## src/rtl/hdmi_rd_sched.sv

```systemverilog
// -----------------------------------------------------------------------------
// hdmi_rd_sched
//   Frame-read scheduler for the HDMI output path, running in the DDR user
//   clock domain. It refills the HDMI line buffer with one DDR burst read at a
//   time, and only while the buffer fill level is at or below LOW_WM. Frames
//   are double-buffered across two DDR banks: each frame start picks the bank
//   the writer completed most recently, or repeats the current bank when no
//   new frame has arrived. Every display frame sync restarts the frame at
//   burst 0.
//
// Optional build macro:
//   RD_TIMEOUT_EN - adds a watchdog that abandons the wait for user_rd_end
//                   after TIMEOUT cycles, sets timeout_err and returns to
//                   WAIT_SYNC. Without it, timeout_err is tied to 0.
//
// Ports:
//   sclk           DDR user clock (only clock)
//   rst            synchronous active-high reset
//   enable         scheduler runs while high
//   frame_sync     one-cycle display frame-start pulse
//   wr_frame_done  one-cycle pulse, writer finished a frame
//   wr_bank        bank the writer finished (valid with wr_frame_done)
//   fifo_wrcount   HDMI buffer write-side word count
//   rd_start       one-cycle burst request (high while in REQ)
//   rd_addr        burst start address, held until the next request
//   rd_len         burst length, constant BURST_LEN
//   user_rd_end    one-cycle pulse, burst complete
//   rd_data_valid  one pulse per returned 128-bit word
//   rd_bank        bank currently being read
//   busy           a burst is outstanding
//   len_err        sticky: a burst returned a word count other than BURST_LEN
//   resync_cnt     saturating count of mid-frame resyncs
//   timeout_err    sticky watchdog flag
// -----------------------------------------------------------------------------
module hdmi_rd_sched #(
  parameter int                ADDR_W       = 28,
  parameter int                BURST_LEN    = 64,
  parameter int                ADDR_INC     = 512,
  parameter int                FRAME_BURSTS = 3600,
  parameter logic [ADDR_W-1:0] BANK_BASE0   = '0,
  parameter logic [ADDR_W-1:0] BANK_BASE1   = 'h0100_0000,
  parameter int                FIFO_AW      = 10,
  parameter int                LOW_WM       = 256,
  parameter int                TIMEOUT      = 4096
) (
  input  logic              sclk,
  input  logic              rst,
  input  logic              enable,
  input  logic              frame_sync,
  input  logic              wr_frame_done,
  input  logic              wr_bank,
  input  logic [FIFO_AW-1:0] fifo_wrcount,
  output logic              rd_start,
  output logic [ADDR_W-1:0] rd_addr,
  output logic [7:0]        rd_len,
  input  logic              user_rd_end,
  input  logic              rd_data_valid,
  output logic              rd_bank,
  output logic              busy,
  output logic              len_err,
  output logic [7:0]        resync_cnt,
  output logic              timeout_err
);

  localparam int IDX_W = (FRAME_BURSTS > 1) ? $clog2(FRAME_BURSTS) : 1;
  localparam int WC_W  = 9;
  localparam logic [IDX_W-1:0]   LAST_IDX  = IDX_W'(FRAME_BURSTS - 1);
  localparam logic [WC_W:0]      BURST_CNT = (WC_W+1)'(BURST_LEN);
  localparam logic [FIFO_AW:0]   LOW_WM_V  = (FIFO_AW+1)'(LOW_WM);

  typedef enum logic [2:0] {
    IDLE      = 3'd0,
    WAIT_SYNC = 3'd1,
    CHECK     = 3'd2,
    REQ       = 3'd3,
    WAIT_END  = 3'd4
  } state_e;

  state_e            state_q, state_d;
  logic              ready_bank_q, ready_bank_d;
  logic              new_frame_q, new_frame_d;
  logic [IDX_W-1:0]  burst_idx_q, burst_idx_d;
  logic              rd_bank_q, rd_bank_d;
  logic [ADDR_W-1:0] rd_addr_q, rd_addr_d;
  logic              rd_start_q, rd_start_d;
  logic              busy_q, busy_d;
  logic              len_err_q, len_err_d;
  logic [7:0]        resync_cnt_q, resync_cnt_d;
  logic [WC_W-1:0]   word_cnt_q, word_cnt_d;
  logic              pend_q, pend_d;
  logic              fifo_low_q;
  logic              take_bank;
  logic              sel_new;
  logic              sel_bank;
  logic              last_burst;
  logic [WC_W:0]     word_total;

  function automatic logic [7:0] sat_inc8(input logic [7:0] v);
    return (v == 8'hFF) ? v : v + 8'd1;
  endfunction

  function automatic logic [WC_W-1:0] sat_inc_wc(input logic [WC_W-1:0] v);
    return (v == {WC_W{1'b1}}) ? v : v + 1'b1;
  endfunction

  function automatic logic [ADDR_W-1:0] burst_addr(input logic bank,
                                                   input logic [IDX_W-1:0] idx);
    return (bank ? BANK_BASE1 : BANK_BASE0) + ADDR_W'(idx) * ADDR_W'(ADDR_INC);
  endfunction

  // A wr_frame_done arriving in the same cycle as the bank is taken wins over
  // the previously recorded bank.
  assign sel_new    = new_frame_q | wr_frame_done;
  assign sel_bank   = wr_frame_done ? wr_bank : ready_bank_q;
  assign last_burst = (burst_idx_q == LAST_IDX);
  // A valid in the same cycle as user_rd_end still belongs to this burst.
  assign word_total = {1'b0, word_cnt_q} + {{WC_W{1'b0}}, rd_data_valid};

`ifdef RD_TIMEOUT_EN
  localparam int TMO_W = $clog2(TIMEOUT + 1);
  logic [TMO_W-1:0] tmo_cnt_q, tmo_cnt_d;
  logic             timeout_err_q, timeout_err_d;
`endif

  always_comb begin
    state_d      = state_q;
    ready_bank_d = sel_bank;
    new_frame_d  = sel_new;
    burst_idx_d  = burst_idx_q;
    rd_bank_d    = rd_bank_q;
    rd_addr_d    = rd_addr_q;
    rd_start_d   = 1'b0;
    busy_d       = busy_q;
    len_err_d    = len_err_q;
    resync_cnt_d = resync_cnt_q;
    word_cnt_d   = word_cnt_q;
    pend_d       = pend_q;
    take_bank    = 1'b0;
`ifdef RD_TIMEOUT_EN
    tmo_cnt_d     = tmo_cnt_q;
    timeout_err_d = timeout_err_q;
`endif

    unique case (state_q)
      IDLE: begin
        if (enable) state_d = WAIT_SYNC;
      end

      WAIT_SYNC: begin
        if (frame_sync) begin
          take_bank = 1'b1;
          state_d   = CHECK;
        end
      end

      CHECK: begin
        if (!enable) begin
          state_d = IDLE;
        end else if (frame_sync) begin
          // Mid-frame sync: restart the frame right away.
          take_bank    = 1'b1;
          resync_cnt_d = sat_inc8(resync_cnt_q);
        end else if (fifo_low_q) begin
          state_d    = REQ;
          rd_start_d = 1'b1;
          rd_addr_d  = burst_addr(rd_bank_q, burst_idx_q);
        end
      end

      REQ: begin
        busy_d     = 1'b1;
        word_cnt_d = '0;
        state_d    = WAIT_END;
        if (frame_sync) pend_d = 1'b1;
`ifdef RD_TIMEOUT_EN
        tmo_cnt_d = TMO_W'(1);
`endif
      end

      WAIT_END: begin
        if (rd_data_valid) word_cnt_d = sat_inc_wc(word_cnt_q);
        if (frame_sync) pend_d = 1'b1;
        if (user_rd_end) begin
          busy_d = 1'b0;
          pend_d = 1'b0;
          if (word_total != BURST_CNT) len_err_d = 1'b1;
          if (pend_q || (frame_sync && !last_burst)) begin
            resync_cnt_d = sat_inc8(resync_cnt_q);
            take_bank    = 1'b1;
            state_d      = CHECK;
          end else if (frame_sync) begin
            // Sync coinciding with the end of the last burst is an ordinary
            // frame start.
            take_bank = 1'b1;
            state_d   = CHECK;
          end else if (last_burst) begin
            state_d = WAIT_SYNC;
          end else begin
            burst_idx_d = burst_idx_q + 1'b1;
            state_d     = CHECK;
          end
        end
`ifdef RD_TIMEOUT_EN
        else if (tmo_cnt_q == TMO_W'(TIMEOUT - 1)) begin
          timeout_err_d = 1'b1;
          busy_d        = 1'b0;
          pend_d        = 1'b0;
          state_d       = WAIT_SYNC;
        end else begin
          tmo_cnt_d = tmo_cnt_q + 1'b1;
        end
`endif
      end

      default: state_d = IDLE;
    endcase

    if (take_bank) begin
      burst_idx_d = '0;
      new_frame_d = 1'b0;
      if (sel_new) rd_bank_d = sel_bank;
    end
  end

  always_ff @(posedge sclk) begin
    if (rst) begin
      state_q      <= IDLE;
      ready_bank_q <= 1'b0;
      new_frame_q  <= 1'b0;
      burst_idx_q  <= '0;
      rd_bank_q    <= 1'b0;
      rd_addr_q    <= '0;
      rd_start_q   <= 1'b0;
      busy_q       <= 1'b0;
      len_err_q    <= 1'b0;
      resync_cnt_q <= '0;
      word_cnt_q   <= '0;
      pend_q       <= 1'b0;
      fifo_low_q   <= 1'b0;
    end else begin
      state_q      <= state_d;
      ready_bank_q <= ready_bank_d;
      new_frame_q  <= new_frame_d;
      burst_idx_q  <= burst_idx_d;
      rd_bank_q    <= rd_bank_d;
      rd_addr_q    <= rd_addr_d;
      rd_start_q   <= rd_start_d;
      busy_q       <= busy_d;
      len_err_q    <= len_err_d;
      resync_cnt_q <= resync_cnt_d;
      word_cnt_q   <= word_cnt_d;
      pend_q       <= pend_d;
      // Fill-level compare is registered, so a request follows a drop below
      // the watermark by two cycles.
      fifo_low_q   <= ({1'b0, fifo_wrcount} <= LOW_WM_V);
    end
  end

`ifdef RD_TIMEOUT_EN
  always_ff @(posedge sclk) begin
    if (rst) begin
      tmo_cnt_q     <= '0;
      timeout_err_q <= 1'b0;
    end else begin
      tmo_cnt_q     <= tmo_cnt_d;
      timeout_err_q <= timeout_err_d;
    end
  end
  assign timeout_err = timeout_err_q;
`else
  assign timeout_err = 1'b0;
`endif

  assign rd_start   = rd_start_q;
  assign rd_addr    = rd_addr_q;
  assign rd_len     = 8'(BURST_LEN);
  assign rd_bank    = rd_bank_q;
  assign busy       = busy_q;
  assign len_err    = len_err_q;
  assign resync_cnt = resync_cnt_q;

endmodule

```

## config.mk

```make
export PLATFORM = sky130hd
export DESIGN_NAME = hdmi_rd_sched
export DESIGN_NICKNAME = d
export VERILOG_FILES = /design/src/rtl/hdmi_rd_sched.sv
export SDC_FILE = /design/constraint.sdc
export NUM_CORES = 1
export LEC_CHECK = 0
export CORE_UTILIZATION = 50
export CTS_CLUSTER_SIZE = 12
export DETAILED_ROUTE_END_ITERATION = 7
export PLACE_DENSITY = 0.79
export RECOVER_POWER = 25
export SETUP_SLACK_MARGIN = 0.3
export SLEW_MARGIN = 30
export SYNTH_ARGS = -nofsm -noshare
export SYNTH_HDL_FRONTEND = slang
export SYNTH_SLANG_ARGS = --single-unit
```

## constraint.sdc

```tcl
create_clock -name sclk -period 2.4 [get_ports sclk]
set_clock_uncertainty 0.15 [all_clocks]
set_input_delay 0.36 -clock sclk [delete_from_list [all_inputs] [get_ports sclk]]
set_output_delay 0.36 -clock sclk [all_outputs]
set_load 0.03 [all_outputs]
```

==> reports/metrics.cfg <==
[timing]
rsz0062_at_grt=true
report.final.slew_viol_count=0
hold_violations=0
whs_ns=0.2815
fin_crit_sh=0.8741
setup_viol=0
maxSlewHeadroom=0.6296
setup_tns_ns=0
tightest_slew_ns=0.5415
fmax_mhz=476.7
period_minus_slack_ns=2.098

[detailed_routing]
wl_per_cell_um=12.93
via_per_inst=5.224
firstDrtPassIters=5
ant_nets=0
vias=2330
drt_iter0_markers=120
wirelength_mm=5.769
drc=0

[clock_network]
postCtsHoldBufs=0
path_clk_slew_ns=0.10
clk_latency_ns=0.31
clockBufferDepth=2
cts_sinks=53
root_buffer=clkbuf_8
cts_tree=built
numCtsBuffers=5
cts_htree_levels=2

[layout]
antenna_cells=0
drive_gt1_frac=0.1197
fillerInstances=410
area_delta_synth_final_pct=22.53
nets=400
fin_util=0.6534

[global_route]
grt_max_degree=29
grt-ovfl-total=0
grt_use_total=0.1967
grt_pass1_vias=2135
antenna_found_initial=0
grt_pass1_wl_mm=9.453

[synth]
synth_top_area_share=0.3776
synth_top_area_cell=dfxtp_1
yosysUniqueCellTypes=55
muxShareOfSynthArea=0.06144
synth_most_common_cell=nor2_1
synth_edf_count=0
synthTopCellsByCount=54 x nor2_1, 53 x dfxtp_1, 24 x buf_4
yosysSeqAreaShare=0.3776
synth_xor_area_frac=0.07168
syn_area_um2=2810
async_flop_share=0
synth-compound-area-share=0.09617
synth.ff_latch_count=53
synth_top_family_by_area=simple AND/OR/NAND/NOR gates
syn_area_per_cell_um2=8.647
synth_warnings=0
synthSimpleGateAreaFrac=0.2676
syn_inst=325
ys.flop_type=dfxtp_1
synth_fa_ha_area_frac=0.03117
synth_area_leaders=dfxtp_1 38%, nor2_1 7.2%, buf_4 6.4%, mux2i_1 5.3%, xnor2_1 4.4%

[worst_setup_path]
r2r-start=state_q[1]$_SDFFE_PP0P_
path_max_fanout=16
setup.worst_path.start_class=flip-flop
arrival_ns=2.20
crit_type=flip-flop to flip-flop
cp.required_ns=2.50
reg2reg_depth=6
cp-end-kind=flip-flop
timing.rr.end=resync_cnt[4]$_SDFFE_PP0P_
r2r_slack_ns=0.30

[die]
core_um2=5270
ios=67
die-area_um2=5924
initial_core_util=0.5332
rows=26
die_h_um=76.97
die_w_um=76.97

[place]
hpwl_mm=4.099
place.port_buffers=42
gp_congestion=0.7960

[min_path]
min_from=user_rd_end
min_to=state_q[2]$_SDFFE_PP0P_
holdPathStages=3
hp-class=input port to flip-flop

[power_and_ir_drop]
p_leak_nw=1.406
max-vdd-ir-drop_uv=293.7
powerDensity_nw_per_um2=476.3
report.power.total_mw=1.640

[flow_run]
drv_cap=0

[outcome]
status=finished clean

==> placed cells by master (no fill, tap or decap), types with 7 or more instances in the layout <==
master,netlist,final
nand2_1,16,16
xor2_1,9,9
a21oi_1,16,16
conb_1,2,24
mux2i_1,15,15
nor2_1,54,53
buf_4,24,12
nor3_1,7,7
dfxtp_1,53,49
xnor2_1,14,14
clkdlybuf4s50_1,0,37
nand3_1,13,12
==> registers in the layout, summed over array words and instances, names as in the netlist <==
signal and count:
rd_start 1, state_q 3, rd_bank 1, new_frame_q 1
pend_q 1, ready_bank_q 1, rd_addr 13, len_err 1
burst_idx_q 12, busy 1, fifo_low_q 1, word_cnt_q 9
resync_cnt 8
==> cell type report <==
cell class                 instances  area (um2)  share of cell area
multi-input combinational        253        1635              0.4749
sequential                        53        1069              0.3103
timing repair buffer              56       541.8              0.1573
tap                               70       87.58             0.02544
clock buffer                       6       72.57             0.02108
inverter                           6       22.52            0.006541
clock inverter                     2       15.01            0.004360
==> report_power, final <==
group	total (mW)	leakage, nW	internal [mW]	switching, mW
clock	0.504	0.0374	0.206	0.298
sequential	0.919	0.430	0.890	0.0285
combinational	0.217	0.939	0.0856	0.132
==> critical path, stage by stage (launching register included) <==
cell and delay [ns]:
dfxtp_1 0.63, or3b_2 0.22, nor2_1 0.05, a211o_2 0.36
buf_4 0.16, or3_1 0.33, a21oi_1 0.13
==> per-layer routing <==
layer / global-route usage / part of all wire
met1: 0.2332 / 0.45
met2: 0.3482 / 0.51
met3: 0.04167 / 0.039
met4: 0.06981 / 0.0099
met5: 0 / 0
==> cell families (layout without fill, tap and decap cells) <==
| group | Yosys count | count (layout) |
|---|---|---|
| muxes | 17 | 17 |
| AOI/OAI and AO/OA | 43 | 43 |
| buffers and inverters | 41 | 70 |
| DFF | 53 | 53 |
| xor gates and xnor gates | 23 | 23 |
| and+or+nand+nor | 139 | 139 |
| adders and majority gates | 7 | 7 |
| other | 2 | 24 |
==> worst max-delay path by stage <==
stage	slack [ns]	endpoint	start	cells past startpoint
final	0.30	resync_cnt[4]$_SDFFE_PP0P_	state_q[1]$_SDFFE_PP0P_	6
after global routing	0.16	resync_cnt[4]$_SDFFE_PP0P_	state_q[1]$_SDFFE_PP0P_	6
after CTS	0.28	word_cnt_q[7]$_SDFFE_PP0P_	word_cnt_q[4]$_SDFFE_PP0P_	9
after detailed placement	-0.0008	len_err$_SDFFE_PP0P_	rd_data_valid	6
after global placement	0.04	len_err$_SDFFE_PP0P_	rd_data_valid	6
after floorplan	0.40	resync_cnt[2]$_SDFFE_PP0P_	resync_cnt[0]$_SDFFE_PP0P_	6
==> through the flow <==
| stage | area (um2) | setup slack [ns] | std cells |
|---|---|---|---|
| 6_report | 3443 | 0.3022 | 446 |
| 5_1_grt | 3443 | 0.1637 | 446 |
| 4_1_cts | 3376 | 0.2827 | 446 |
| 3_5_place_dp | 3268 | -0.0007667 | 436 |
| 3_3_place_gp | 3268 | 0.03904 | 436 |
| 2_1_floorplan | 2893 | 0.4048 | 347 |
==> repair_timing <==
action | CTS | global route
setup endpoints to repair | 9 | 28
gates resized for setup | 3 | 21
pin swaps | 1 | 4
setup buffers | 2 | 0
Note: power is estimated with default switching activity, not from simulation.
